==> src/rtl/tt_um_serial_add_seq_if.sv <==
// ---------------------------------------------------------------------------
// tt_um_serial_add_seq_if
// Pin bundle for the serial-add TinyTapeout tile. The pin names follow the
// standard tile pinout.
//   ena      : tile enable (always 1 when powered)
//   ui_in    : operand byte
//   uio_in   : control strobes [0] load_a, [1] load_b, [2] start, [3] sel_hi
//   uio_out  : status [4] busy, [5] done, [6] carry_out, [7] zero
//   uio_oe   : bidirectional output enables
//   uo_out   : result byte, or carry_out when sel_hi=1
// The master modport is the pad side. The slave modport is the sequencer.
// ---------------------------------------------------------------------------
interface tt_um_serial_add_seq_if;
    logic       ena;
    logic [7:0] ui_in;
    logic [7:0] uio_in;
    logic [7:0] uio_out;
    logic [7:0] uio_oe;
    logic [7:0] uo_out;

    modport master (
        output ena, ui_in, uio_in,
        input  uio_out, uio_oe, uo_out
    );

    modport slave (
        input  ena, ui_in, uio_in,
        output uio_out, uio_oe, uo_out
    );
endinterface

==> src/rtl/tt_um_serial_add_seq.sv <==
// ---------------------------------------------------------------------------
// tt_um_serial_add_seq
// Bit-serial 8-bit adder. It adds the two operand registers LSB first, one
// bit per clock. Each bit goes through two half-adder evaluations, and the
// carry is held in a flop between bits.
//   clk    : single clock domain
//   rst_n  : asynchronous, active-low reset
//   bus    : tile pins (see tt_um_serial_add_seq_if)
// A start rising edge, taken in IDLE or DONE, runs 8 busy cycles and then
// enters DONE. Result and carry hold in DONE until the next run completes.
// ---------------------------------------------------------------------------
module tt_um_serial_add_seq (
    input  logic                         clk,
    input  logic                         rst_n,
    tt_um_serial_add_seq_if.slave        bus
);
    typedef enum logic [1:0] {IDLE, RUN, DONE} state_t;

    state_t     state, state_d;
    logic [7:0] op_a, op_b;
    logic [7:0] sh_a, sh_b;
    logic [7:0] sum_sh;
    logic       c;
    logic [2:0] cnt;
    logic       start_q;
    logic [7:0] result;
    logic       carry_out;

    logic load_a, load_b, start, sel_hi;
    assign load_a = bus.uio_in[0];
    assign load_b = bus.uio_in[1];
    assign start  = bus.uio_in[2];
    assign sel_hi = bus.uio_in[3];

    // ena and the upper control pins are don't-care inputs on this tile.
    logic unused;
    assign unused = ^{bus.ena, bus.uio_in[7:4]};

    logic start_rise, idle_or_done, go, last_bit;
    assign start_rise   = start & ~start_q;
    assign idle_or_done = (state != RUN);
    assign go           = start_rise & idle_or_done;
    assign last_bit     = (state == RUN) && (cnt == 3'd7);

    // Two chained half-adders form one full-adder bit.
    logic h1, g1, s, g2, c_next;
    assign h1     = sh_a[0] ^ sh_b[0];
    assign g1     = sh_a[0] & sh_b[0];
    assign s      = h1 ^ c;
    assign g2     = h1 & c;
    assign c_next = g1 | g2;

    // NOTE: every output of a combinational block is given a default first,
    // so that no path through the block leaves it unassigned and infers a latch.
    always_comb begin
        state_d = state;
        case (state)
            IDLE:    if (start_rise) state_d = RUN;
            RUN:     if (cnt == 3'd7) state_d = DONE;
            DONE:    if (start_rise) state_d = RUN;
            default: state_d = IDLE;
        endcase
    end

    always_ff @(posedge clk or negedge rst_n) begin
        if (!rst_n) state <= IDLE;
        else        state <= state_d;
    end

    // NOTE: sequential state is updated with non-blocking assignments only.
    // On a start edge, sh_a and sh_b therefore copy the operands as they were
    // before that edge, even if a load writes the same register on that edge.
    always_ff @(posedge clk or negedge rst_n) begin
        if (!rst_n) begin
            op_a      <= '0;
            op_b      <= '0;
            sh_a      <= '0;
            sh_b      <= '0;
            sum_sh    <= '0;
            c         <= 1'b0;
            cnt       <= '0;
            start_q   <= 1'b0;
            result    <= '0;
            carry_out <= 1'b0;
        end else begin
            start_q <= start;
            if (idle_or_done && load_a) op_a <= bus.ui_in;
            if (idle_or_done && load_b) op_b <= bus.ui_in;
            if (go) begin
                sh_a <= op_a;
                sh_b <= op_b;
                c    <= 1'b0;
                cnt  <= '0;
            end else if (state == RUN) begin
                sum_sh <= {s, sum_sh[7:1]};
                sh_a   <= {1'b0, sh_a[7:1]};
                sh_b   <= {1'b0, sh_b[7:1]};
                c      <= c_next;
                cnt    <= cnt + 3'd1;   // 7 wraps to 0 as DONE is entered
                if (last_bit) begin
                    result    <= {s, sum_sh[7:1]};
                    carry_out <= c_next;
                end
            end
        end
    end

    logic busy, done, zero;
    assign busy = (state == RUN);
    assign done = (state == DONE);
    assign zero = done & (result == 8'h00) & ~carry_out;

    assign bus.uio_out = {zero, carry_out, done, busy, 4'b0000};
    assign bus.uio_oe  = 8'hF0;
    assign bus.uo_out  = sel_hi ? {7'b0, carry_out} : result;
endmodule

==> src/flat_wrapper.sv <==
// flat-port wrapper written by rule: the top's interface ports become plain ports
module tt_um_serial_add_seq_flat 
  (clk, rst_n, bus_ena, bus_ui_in, bus_uio_in, bus_uio_out, bus_uio_oe, bus_uo_out);
  tt_um_serial_add_seq_if bus_i ();
  input  logic clk;
  input  logic rst_n;
  input wire logic [$bits(bus_i.ena)-1:0] bus_ena;
  input wire logic [$bits(bus_i.ui_in)-1:0] bus_ui_in;
  input wire logic [$bits(bus_i.uio_in)-1:0] bus_uio_in;
  output wire logic [$bits(bus_i.uio_out)-1:0] bus_uio_out;
  output wire logic [$bits(bus_i.uio_oe)-1:0] bus_uio_oe;
  output wire logic [$bits(bus_i.uo_out)-1:0] bus_uo_out;
  assign bus_i.ena = bus_ena;
  assign bus_i.ui_in = bus_ui_in;
  assign bus_i.uio_in = bus_uio_in;
  assign bus_uio_out = bus_i.uio_out;
  assign bus_uio_oe = bus_i.uio_oe;
  assign bus_uo_out = bus_i.uo_out;
  tt_um_serial_add_seq u_core (.clk(clk), .rst_n(rst_n), .bus(bus_i));
endmodule
==> config.mk <==
export PLATFORM = sky130hd
export DESIGN_NAME = tt_um_serial_add_seq_flat
export DESIGN_NICKNAME = d
export VERILOG_FILES = /design/src/rtl/tt_um_serial_add_seq_if.sv /design/src/rtl/tt_um_serial_add_seq.sv /design/src/flat_wrapper.sv
export SDC_FILE = /design/constraint.sdc
export NUM_CORES = 1
export LEC_CHECK = 0
export ABC_CLOCK_PERIOD_IN_PS = 1300
export CAP_MARGIN = 20
export CORE_MARGIN = 5
export CORE_UTILIZATION = 46
export DETAILED_ROUTE_END_ITERATION = 16
export PLACE_DENSITY = 0.74
export SYNTH_ARGS = -nofsm -noshare
export SYNTH_HDL_FRONTEND = slang
export SYNTH_SLANG_ARGS = --single-unit
==> constraint.sdc <==
create_clock -name clk -period 1.3 [get_ports clk]
set_input_delay 0.26 -clock clk [delete_from_list [all_inputs] [get_ports clk]]
set_output_delay 0.26 -clock clk [all_outputs]
set_load 0.01 [all_outputs]
Yosys cells after proc, flatten, opt, wreduce, memory -nomap -nowiden
Index checks and enable logic that the tools add are counted.
{"block": "totals", "register_bits": 56, "in_bits": 19, "out_inout_bits": 24, "elab_cells": 52}
{"block": "op_classes", "n_addsub": 1, "eq_ne": 6, "muxes": 12, "n_bitwise": 12, "n_reduce_logical": 10}
{"operator": "2-to-1 mux 8 bit", "count": 5}
{"operator": "zero test 8 bit", "count": 1}
{"operator": "bitwise AND 1 bit", "count": 6}
{"operator": "2-to-1 mux 3 bit", "count": 2}
{"operator": "2-to-1 mux 2 bit", "count": 2}
{"operator": "!= test 2 x 1 -> 1 bit (second input constant)", "count": 2}
{"operator": "case mux 2 bit (2 select lines)", "count": 1}
{"operator": "AND reduction 2 bit", "count": 2}
{"operator": "adder 3 x 1 -> 3 bit (second input constant)", "count": 1}
{"operator": "== test 3 bit (second input constant)", "count": 1}
{"operator": "logical AND 1 bit", "count": 3}
{"operator": "inverter 1 bit", "count": 3}
{"operator": "AND reduction 3 bit", "count": 1}
{"operator": "== test 2 x 1 -> 1 bit (second input constant)", "count": 1}
{"operator": "== test 2 bit (second input constant)", "count": 1}
{"operator": "zero test 2 bit", "count": 1}
{"operator": "2-to-1 mux 1 bit", "count": 2}
{"operator": "!= test 2 bit (second input constant)", "count": 1}
{"operator": "nonzero test 2 bit", "count": 1}
{"operator": "OR reduction 2 bit", "count": 1}
{"operator": "XOR 1 bit", "count": 2}
{"operator": "bitwise OR 1 bit", "count": 1}

Depth between registers and ports, before layout
Gate-level depths: netlist of run 1.
{"block": "logic_depth", "ltp_word": 5, "mapped_depth": 6, "ltp_nobuf": 4}

Worst setup path after synthesis of run 1
Ideal clock, no wire load.
{"block": "synth_timing", "path_kind": "flip-flop to flip-flop", "from": "reg u_core.cnt[0]", "to": "reg u_core.carry_out", "setup_time_ns": 0.125, "arrival_time_ns": 1.229, "required_time_ns": 1.175, "slack_ns": -0.054, "path_stages_with_launch": 5, "n_path_buf": 0, "period_less_slack_ns": 1.354, "cell_sequence": "dfrtp_1 ha_1 ha_1 nand2_8 mux2_4"}
{"block": "synth_between", "elab_chain_len": 3}
{"element": "start: declaration", "line_no": "tt_um_serial_add_seq.sv:24", "rtl": "logic [2:0] cnt;"}
{"element": "start signal: assignment", "line_no": "tt_um_serial_add_seq.sv:99", "rtl": "cnt <= cnt + 3'd1;"}
{"element": "== test 3 bit", "line_no": "tt_um_serial_add_seq.sv:43", "rtl": "assign last_bit = (state == RUN) && (cnt == 3'd7);"}
{"element": "logical AND 1 bit", "line_no": "tt_um_serial_add_seq.sv:43"}
{"element": "AND reduction 3 bit (no line)"}
{"element": "end signal: assignment", "line_no": "tt_um_serial_add_seq.sv:102", "rtl": "carry_out <= c_next;"}
{"element": "end: declaration", "line_no": "tt_um_serial_add_seq.sv:27", "rtl": "logic carry_out;"}
Every way passes these cells.
A chain may end at the register's enable or synchronous reset.

Final worst setup path of run 1
{"block": "layout_timing", "from": "reg u_core.result[4]", "to": "out bus_uio_out[7]"}
{"block": "layout_between", "elab_chain_len": 3}
{"element": "start: declaration", "line_no": "tt_um_serial_add_seq.sv:26", "rtl": "logic [7:0] result;"}
{"element": "start signal: assignment", "line_no": "tt_um_serial_add_seq.sv:101", "rtl": "result <= {s, sum_sh[7:1]};"}
{"element": "zero test 8 bit", "line_no": "tt_um_serial_add_seq.sv:111", "rtl": "assign zero = done & (result == 8'h00) & ~carry_out;"}
{"element": "bitwise AND 1 bit (2 in a row)", "line_no": "tt_um_serial_add_seq.sv:111"}
{"element": "end: declaration", "line_no": "flat_wrapper.sv:10", "rtl": "output wire logic [$bits(bus_i.uio_out)-1:0] bus_uio_out;"}
Every way passes these cells.

==> results of run 1 <==
through the flow:
stage / utilization (%) / setup WS (ps) / hold WS (ps) / setup TNS (ps)
finish: 65.89 / -418.0 / 387.8 / -2724
global route: 65.89 / -503.9 / 424.6 / -4624
CTS: 62.77 / -404.0 / 401.8 / -2586
detailed placement: 55.15 / -521.6 / 189.6 / -12430
global placement: 55.15 / -509.5 / 183.9 / -11640
floorplan: - / 2.822 / -35.59 / 0
sequential cells by signal, summed over array words and instances (netlist names), 2 cells and up:
name           flops
u_core.op_b        8
u_core.sh_b        8
u_core.cnt         3
u_core.state       2
u_core.op_a        8
u_core.sum_sh      7
u_core.result      8
u_core.sh_a        8
kinds of logic after synthesis:
| logic type | after synthesis |
|---|---|
| simple gates | 89 |
| flops | 55 |
| buf+inv | 27 |
| mux | 26 |
| compound gates | 21 |
| fa+ha+maj | 3 |
| other cells | 2 |
layout by cell type, fill, tap and decap left out, types with 5 or more instances in the layout:
master and instances:
buf_12 6, buf_2 5, clkdlybuf4s50_1 11, buf_4 18, nor2_1 11, mux2_4 26, nor2b_4 6, clkbuf_8 6
nand2_1 54, a31oi_1 14, buf_6 21, dfrtp_1 55, conb_1 12
layer usage:
metal  global-route usage, %  up-vias
met3                   4.158        8
met4                   4.458        0
li1                        -      824
met5                       0        -
met2                   26.09       48
met1                   18.42      858
worst max path at each step:
stage	start	endpoint	slack [ps]	depth (start not counted)
after CTS	u_core.result[4]	bus_uio_out[7]	-400	4
after global placement	bus_uio_in[3]	bus_uo_out[0]	-510	3
after detailed placement	bus_uio_in[3]	bus_uo_out[0]	-520	3
after floorplan	u_core.cnt[0]	u_core.carry_out	3	4
after global routing	u_core.result[3]	bus_uio_out[7]	-500	4
final	u_core.result[4]	bus_uio_out[7]	-420	4
cell usage after synthesis:
master    count  share of area (%)
a21oi_1       2               0.40
nor2b_1       9                2.3
clkinv_4      1               0.35
nor4_1        2               0.50
conb_1        2               0.30
mux2_4        9                5.5
o22ai_1       1               0.25
dfrtp_1      55                 56
ha_1          2                1.0
nand2_8       1               0.81
o21ai_0       1               0.20
nand2b_1      2               0.50
fa_1          1               0.81
buf_4        18                5.5
nand2_1      55                8.3
a31oi_1      14                3.5
nor2_1       16                2.4
buf_6         2               0.91
a22o_1        3                1.1
nand2_2       2               0.50
mux2_2       17                7.7
nand3_1       2               0.40
buf_2         6                1.2
power breakdown:
group	switching (mW)	internal (mW)
registers	0.551	2.51
clock network	0.558	0.624
logic	1.56	2.31
area by class of cell:
cell class	count	area (um^2)	share of cell area [%]
clock buffers	6	82.58	2.423
clock inverters	2	35.03	1.028
inverters	1	8.758	0.2570
multi-input cells	152	1147	33.66
flip-flops and latches	55	1376	40.38
well taps	70	87.58	2.570
repair buffers	64	670.6	19.68
what timing repair did:
action,in CTS,in global routing
hold endpoints to repair,14,0
pin swaps,3,0
gates resized for setup,102,24
setup endpoints to repair,60,62
hold buffers,1,0
cloned,1,1
buffers inserted,12,8
==> qor.csv, run 1 <==
stage,metric,value,unit
status,status,finished with violations,
status,violations,setup timing,
critical_path,r2r-start,u_core.state[1],
power_and_ir_drop,irDropWorstVdd,0.001090,V
die,start_util,47.90,%
sta,hold_violations,0,
final_layout,drive_above_1_share,37.86,%
die,dieWidth,83.39,um
detailed_routing,drt_first_pass_iters,4,
detailed_routing,drcViolationCount,0,
yosys,ys_seq_elements,55,
placement,placed_area,0.002853,mm^2
critical_path,rrSetupSlack,-80,ps
yosys,synth_top_family_by_area,simple AND/OR/NAND/NOR gates,
global_route,grtUsageTotal,15.12,%
detailed_routing,drt-total-wl,5186,um
sta,fmax,582.1,MHz
sta,timing.final.crit_share,132.2,%
final_layout,finalNonFillerCells,350,
power_and_ir_drop,p_per_area,2380,mW/mm^2
die,die_y,83.39,um
sta,setup_ws,-418.0,ps
yosys,synth_cells,223,
critical_path,timing.rr.end,u_core.op_b[6],
critical_path,max_stage_delay,400,ps
critical_path,cp_slowest_cell,dfrtp_1,
min_path,min_path_type,input port to asynchronous set/reset pin,
yosys,yosys.area_share.adder,1.818,%
clock_tree,clkSinkCount,55,
clock_tree,clockRootBuffer,clkbuf_8,
detailed_routing,ant_nets,0,
detailed_routing,wl_met2,2659,um
power_and_ir_drop,power_leakage,1.651,nW
critical_path,crit_family,simple AND/OR/NAND/NOR gates,
placement,hpwl,3236,um
die,fp.coreArea,0.005172,mm^2
placement,io_buffers,25,
sta,fin_worst_skew,9.946,ps
yosys,yosysWarnings,0,
global_route,grt_pass1_vias,1767,
detailed_routing,vias,1738,
critical_path,crit_arrival,1460,ps
clock_tree,htree_levels,2,
die,num_rows,26,
critical_path,path_buf_inv,1,
placement,placedCellCount,324,
critical_path,critPathRequiredTime,1040,ps
global_route,antenna_found_initial,0,
global_route,grt.overflow.total,0,
yosys,synth_xor_area_share,0,%
job,max_cap_viol_count,0,
sta,finalSetupViolCount,37,
yosys,avgSynthCellArea,11.11,um^2
final_layout,final_area,0.003408,mm^2
placement,routabilityCongestion,0.7436,
clock_tree,path_clk_slew,100,ps
clock_tree,clock_path_buffers,2,
final_layout,antenna_cells,0,
global_route,grt_max_degree,42,
detailed_routing,drtIter0Drc,81,
final_layout,nFillCells,388,
detailed_routing,routed-wl-met3,246,um
yosys,yosys.area_share.simple,15.76,%
critical_path,critPathKind,register to output pin,
yosys,syn_area,0.002477,mm^2
clock_tree,cts_tree,built,
sta,rsz0062_at_grt,yes,
detailed_routing,wirelength_met1,2217,um
global_route,grt_pass1_wl,8521,um
die,dieArea,0.006953,mm^2
power_and_ir_drop,power,8.112,mW
yosys,ys_types,23,
yosys,ys_seq_area_share,55.56,%
critical_path,r2r_cells,5,
detailed_routing,top_layer,met4,
critical_path,worst-path-max-fanout,2,
sta,layout_min_cycle_time,1718,ps
detailed_routing,post_drt_wl_per_cell,14.82,um
clock_tree,insertion_delay,310,ps
yosys,synth_compound_area_share,5.455,%
die,io_pins,43,
critical_path,cp-end-kind,output pin,
critical_path,cp_cell_sequence,"nor4_2, nand3_1, nor4_1, buf_2",
final_layout,syn_to_final_growth,37.58,%
sta,slew_violations,0,
critical_path,start_kind,register,
final_layout,nets,301,
yosys,yosys-mux-area-fraction,13.18,%
clock_tree,cts_made_buffers,5,
detailed_routing,via_per_inst,4.966,
(Power assumes the default switching activity.)
==> run 2: changes to the inputs <==
--- a/config.mk
+++ b/config.mk
@@ -11,6 +11,7 @@
 export CORE_UTILIZATION = 46
 export DETAILED_ROUTE_END_ITERATION = 16
 export PLACE_DENSITY = 0.74
+export SKIP_CTS_REPAIR_TIMING = 1
 export SYNTH_ARGS = -nofsm -noshare
 export SYNTH_HDL_FRONTEND = slang
 export SYNTH_SLANG_ARGS = --single-unit
==> run 2 against run 1 <==
The run still ends with setup timing left. Global-route usage decreased by 1.7 points. Non-clock buffer count decreased by 4. Utilization is 0.27 points higher. Clock power hardly changed. Die area stayed put. Worst setup slack better by 3.6 ps. Flip-flop and latch count is the same. Power is 2.8% higher. Combinational power rose by 5.2%. Maximum frequency is 0.21% higher. Clock skew down 2.7 ps. Largest cell class unchanged. Largest power group unchanged. Highest routed layer unchanged.
==> qor.csv, run 2 (synthesis results as in run 1) <==
stage,metric,value,unit,change
die,start_util,47.90,%,unchanged
clock_tree,cts_tree,built,,unchanged
min_path,min_path_type,input port to asynchronous set/reset pin,,unchanged
final_layout,final_cell_mix,"nand2_1 (55), dfrtp_1 (55), mux2_4 (26)",,"was dfrtp_1 (55), nand2_1 (54), mux2_4 (26)"
detailed_routing,vias,1734,,was 1738
placement,io_buffers,25,,unchanged
power_and_ir_drop,power,8.339,mW,was 8.112 mW
global_route,grt_max_degree,42,,unchanged
placement,routabilityCongestion,0.7436,,unchanged
detailed_routing,drcViolationCount,0,,unchanged
final_layout,antenna_cells,0,,unchanged
clock_tree,insertion_delay,310,ps,about the same
global_route,grt.overflow.total,0,,unchanged
status,status,finished with violations,,unchanged
global_route,antenna_found_initial,0,,unchanged
final_layout,nets,297,,was 301
sta,fmax,583.3,MHz,was 582.1 MHz
clock_tree,clock_path_buffers,2,,unchanged
power_and_ir_drop,irDropWorstVdd,0.001221,V,was 0.001090 V
die,dieArea,0.006953,mm^2,unchanged
global_route,grt_pass1_wl,7679,um,was 8521 um
critical_path,cp_cell_sequence,"nor4_2, nand3_1, nor4_1, buf_2",,unchanged
critical_path,crit_family,simple AND/OR/NAND/NOR gates,,unchanged
global_route,grt_pass1_vias,1635,,was 1767
power_and_ir_drop,power_leakage,1.645,nW,was 1.651 nW
detailed_routing,post_drt_wl_per_cell,15.42,um,was 14.82 um
clock_tree,clkSinkCount,55,,unchanged
sta,timing.final.crit_share,131.9,%,was 132.2%
placement,placed_area,0.002853,mm^2,unchanged
clock_tree,path_clk_slew,100,ps,about the same
final_layout,drive_above_1_share,39.13,%,was 37.86%
sta,layout_min_cycle_time,1714,ps,was 1718 ps
clock_tree,clockRootBuffer,clkbuf_8,,unchanged
sta,slew_violations,0,,unchanged
power_and_ir_drop,p_per_area,2437,mW/mm^2,was 2380 mW/mm^2
die,io_pins,43,,unchanged
die,num_rows,26,,unchanged
die,dieWidth,83.39,um,unchanged
sta,finalSetupViolCount,44,,was 37
sta,setup_ws,-414.5,ps,was -418.0 ps
clock_tree,htree_levels,2,,unchanged
final_layout,final_area,0.003422,mm^2,was 0.003408 mm^2
critical_path,worst-path-max-fanout,2,,unchanged
status,violations,setup timing,,unchanged
sta,rsz0062_at_grt,yes,,unchanged
final_layout,syn_to_final_growth,38.13,%,was 37.58%
critical_path,start_kind,register,,unchanged
sta,hold_violations,0,,unchanged
die,die_y,83.39,um,unchanged
critical_path,path_depth,4,,unchanged
detailed_routing,drt_first_pass_iters,4,,unchanged
final_layout,nFillCells,390,,was 388
critical_path,crit_arrival,1450,ps,was 1460 ps
clock_tree,cts_made_buffers,5,,unchanged
detailed_routing,drt-total-wl,5335,um,was 5186 um
critical_path,cp-end-kind,output pin,,unchanged
placement,hpwl,3236,um,unchanged
critical_path,path_buf_inv,1,,unchanged
detailed_routing,via_per_inst,5.012,,was 4.966
final_layout,utilization,66.16,%,was 65.89%
critical_path,critPathKind,register to output pin,,unchanged
detailed_routing,drtIter0Drc,96,,was 81
die,fp.coreArea,0.005172,mm^2,unchanged
critical_path,max_stage_delay,400,ps,about the same
critical_path,r2r-start,u_core.state[0],,was u_core.state[1]
critical_path,cp_slowest_cell,dfrtp_1,,unchanged
sta,fin_worst_skew,7.247,ps,was 9.946 ps
critical_path,crit_start,u_core.result[4],,unchanged
global_route,grtUsageTotal,13.42,%,was 15.12%
job,max_cap_viol_count,0,,unchanged
critical_path,critPathRequiredTime,1040,ps,about the same
detailed_routing,ant_nets,0,,unchanged
critical_path,r2r_cells,6,,was 5
run 2: cell count changes in the layout (fill, tap and decap cells not counted), sizes merged:
| cell | change |
|---|---|
| dlygate4sd2 | -1 |
| buf | -6 |
| clkbuf | +2 |
| dlymetal6s2s | +1 |
run 2: worst paths after layout:
kind / to / slack (ps)
setup / recovery: bus_uio_out[7] / -410
max in group asynchronous: u_core.c / 380
setup reg to reg: u_core.result[3] / -80
hold / removal: u_core.result[0] / 390
hold reg to reg: u_core.sum_sh[1] / 480
min in group clk: u_core.sum_sh[1] / 480
run 2: final cells by class:
cell class,count,area (um^2),share of cell area (%)
inverters,1,8.758,0.2559
multi-input cells,152,1180,34.48
repair buffers,60,651.9,19.05
well taps,70,87.58,2.559
clock inverters,2,35.03,1.024
flip-flops and latches,55,1376,40.22
clock buffers,6,82.58,2.413
run 2: power by group:
group | internal [mW] | leakage (nW) | total, mW | switching [mW]
logic | 2.40 | 0.918 | 4.06 | 1.66
clock network | 0.624 | 0.0612 | 1.17 | 0.551
registers | 2.51 | 0.666 | 3.10 | 0.587
run 2: per-layer routing:
| metal | track usage, % | routed length, um | up-vias |
|---|---|---|---|
| li1 | - | - | 820 |
| met2 | 21.94 | 2751 | 50 |
| met1 | 17.29 | 2217 | 857 |
| met4 | 3.566 | 65 | 0 |
| met3 | 4.158 | 300 | 7 |
| met5 | 0 | 0 | - |
run 2: metrics by stage:
stage,std cells,setup TNS (ps),hold slack (ps),setup WS (ps)
floorplan,233,0,-35.59,2.822
global placement,324,-11640,183.9,-509.5
detailed placement,324,-12430,189.6,-521.6
CTS,332,-13050,-153.1,-870.4
global route,346,-4327,419.9,-500.8
finish,346,-2407,392.4,-414.5
==> run 3: changes to the inputs <==
--- a/config.mk
+++ b/config.mk
@@ -8,9 +8,8 @@
 export ABC_CLOCK_PERIOD_IN_PS = 1300
 export CAP_MARGIN = 20
 export CORE_MARGIN = 5
-export CORE_UTILIZATION = 46
+export CORE_UTILIZATION = 25
 export DETAILED_ROUTE_END_ITERATION = 16
-export PLACE_DENSITY = 0.74
 export SKIP_CTS_REPAIR_TIMING = 1
 export SYNTH_ARGS = -nofsm -noshare
 export SYNTH_HDL_FRONTEND = slang
==> run 3 against run 2 <==
The flow still finishes with violations (setup timing). First-iteration DRC count increased by 13%. Non-clock buffer count stayed put. Power shrank 8.8%. Sequential power down 3%. Critical path type unchanged. Largest power group unchanged.
==> qor.csv, run 3 (synthesis results as in run 1) <==
stage,metric,value,unit,change
detailed_routing,drt_first_pass_iters,4,,unchanged
die,io_pins,43,,unchanged
critical_path,r2r_cells,6,,unchanged
critical_path,crit_arrival,1420,ps,was 1450 ps
critical_path,cp_cell_sequence,"nor4_2, nand3_1, nor4_2, buf_2",,"was nor4_2, nand3_1, nor4_1, buf_2"
sta,fin_worst_skew,6.406,ps,was 7.247 ps
placement,dp_slack,-516.8,ps,was -521.6 ps
placement,io_buffers,25,,unchanged
clock_tree,cts_made_buffers,5,,unchanged
final_layout,nets,297,,unchanged
die,start_util,25.46,%,was 47.90%
power_and_ir_drop,seq_power_share,39.7,%,was 37.2%
sta,finalSetupViolCount,37,,was 44
sta,setup_ws,-377.3,ps,was -414.5 ps
critical_path,worst-path-max-fanout,2,,unchanged
final_layout,drive_above_1_share,35.14,%,was 39.13%
power_and_ir_drop,netSwitchingPower,2.521,mW,was 2.801 mW
final_layout,finalNonFillerCells,409,,was 346
critical_path,critical_path.most_common_cell,nor4_2,,
die,num_rows,36,,was 26
sta,rsz0062_at_grt,yes,,unchanged
sta,timing.final.crit_share,129.0,%,was 131.9%
clock_tree,path_clk_slew,100,ps,about the same
die,dieWidth,109.5,um,was 83.39 um
placement,routabilityCongestion,0.7166,,was 0.7436
min_path,min_path_type,input port to asynchronous set/reset pin,,unchanged
status,violations,setup timing,,unchanged
power_and_ir_drop,p_sw_share,33.16,%,was 33.59%
power_and_ir_drop,power_leakage,1.610,nW,was 1.645 nW
detailed_routing,ant_nets,0,,unchanged
global_route,grtUsageTotal,8.288,%,was 13.42%
global_route,grt_pass1_vias,1651,,was 1635
job,max_cap_viol_count,0,,unchanged
detailed_routing,routed-wl-met3,174,um,was 300 um
sta,slew_violations,0,,unchanged
die,dieArea,0.01200,mm^2,was 0.006953 mm^2
clock_tree,insertion_delay,300,ps,was 310 ps
final_layout,syn_to_final_growth,37.27,%,was 38.13%
detailed_routing,via_per_inst,4.083,,was 5.012
global_route,grt_max_degree,56,,was 42
sta,hold_violations,0,,unchanged
status,status,finished with violations,,unchanged
sta,layout_min_cycle_time,1677,ps,was 1714 ps
placement,placedCellCount,388,,was 324
detailed_routing,post_drt_wl_per_cell,12.19,um,was 15.42 um
clock_tree,clockRootBuffer,clkbuf_8,,unchanged
power_and_ir_drop,irDropWorstVdd,0.0008912,V,was 0.001221 V
critical_path,crit_start,u_core.result[4],,unchanged
final_layout,antenna_cells,0,,unchanged
power_and_ir_drop,pwr-share-comb,48.3,%,was 48.7%
detailed_routing,wl_met2,2389,um,was 2751 um
critical_path,max_stage_delay,400,ps,about the same
clock_tree,cts_tree,built,,unchanged
global_route,grt_pass1_wl,7817,um,was 7679 um
detailed_routing,drcViolationCount,0,,unchanged
global_route,antenna_found_initial,0,,unchanged
critical_path,start_kind,register,,unchanged
placement,hpwl,3244,um,was 3236 um
global_route,grt.overflow.total,0,,unchanged
detailed_routing,wirelength_met1,2362,um,was 2217 um
critical_path,critPathKind,register to output pin,,unchanged
critical_path,r2r-start,u_core.state[0],,unchanged
clock_tree,clock_path_buffers,2,,unchanged
sta,fmax,596.2,MHz,was 583.3 MHz
power_and_ir_drop,power_frac_clock,12.0,%,was 14.1%
detailed_routing,vias,1670,,was 1734
detailed_routing,top_layer,met4,,unchanged
critical_path,crit_end,bus_uio_out[7],,unchanged
clock_tree,clkSinkCount,55,,unchanged
clock_tree,htree_levels,2,,unchanged
die,die_y,109.5,um,was 83.39 um
critical_path,timing.rr.end,u_core.result[0],,was u_core.result[3]
die,fp.coreArea,0.009729,mm^2,was 0.005172 mm^2
final_layout,final_cell_mix,"nand2_1 (55), dfrtp_1 (55), mux2_4 (25)",,"was nand2_1 (55), dfrtp_1 (55), mux2_4 (26)"
detailed_routing,drtIter0Drc,108,,was 96
power_and_ir_drop,p_int,5.083,mW,was 5.538 mW
critical_path,critPathRequiredTime,1040,ps,about the same
critical_path,cp_slowest_cell,dfrtp_1,,unchanged
critical_path,cp-end-kind,output pin,,unchanged
critical_path,rrSetupSlack,-80,ps,about the same
power_and_ir_drop,p_per_area,2236,mW/mm^2,was 2437 mW/mm^2
detailed_routing,drt-total-wl,4986,um,was 5335 um
run 3: critical path: cells and delay by family, from the launching register on:
family        cells  cell delay [ps]
simple gates      3              540
flops             1              400
buf+inv           1              170
run 3: worst min path at each step:
stage | from | endpoint | slack [ps] | cells past startpoint
final | rst_n | u_core.op_b[7] | 470 | 3
after global placement | rst_n | u_core.op_a[6] | 280 | 2
after CTS | rst_n | u_core.op_a[3] | -50 | 2
after floorplan | rst_n | u_core.c | -40 | 0
after global routing | rst_n | u_core.op_b[7] | 520 | 3
after detailed placement | rst_n | u_core.op_b[6] | 290 | 2
run 3: through the flow:
step / utilization, % / hold slack (ps) / setup TNS [ps] / power [mW] / area [um^2]
after floorplan: - / -35.59 / 0 / 4.801 / 2517
after global placement: 30.21 / 281.1 / -12160 / 5.603 / 2939
after detailed placement: 30.21 / 286.3 / -12890 / 5.715 / 2939
after CTS: 31.08 / -53.31 / -13500 / 6.636 / 3024
after global routing: 34.95 / 516.6 / -3799 / 8.226 / 3401
final: 34.95 / 472.9 / -2220 / 7.604 / 3401
run 3: routing by layer:
metal  track usage, %  vias to the layer above
met5                0                        -
met3            1.820                        5
li1                 -                      822
met2            13.12                       29
met4            3.206                        0
met1            11.05                      814
run 3: cell type report:
cell class / instances / area, um^2
Tap cell: 133 / 166.4
Clock buffer: 6 / 72.57
Fill cell: 1005 / 6329
Timing Repair Buffer: 60 / 631.9
Inverter: 1 / 8.758
Sequential cell: 55 / 1376
Multi-Input combinational cell: 152 / 1132
Clock inverter: 2 / 12.51
run 3: power by group through the flow:
stage,clock [mW],sequential [mW],combinational (mW)
detailed placement,0,2.99,2.72
CTS,0.952,2.96,2.73
finish,0.910,3.02,3.68
floorplan,0,2.88,1.92
global placement,0,2.96,2.64
global route,1.02,3.13,4.08
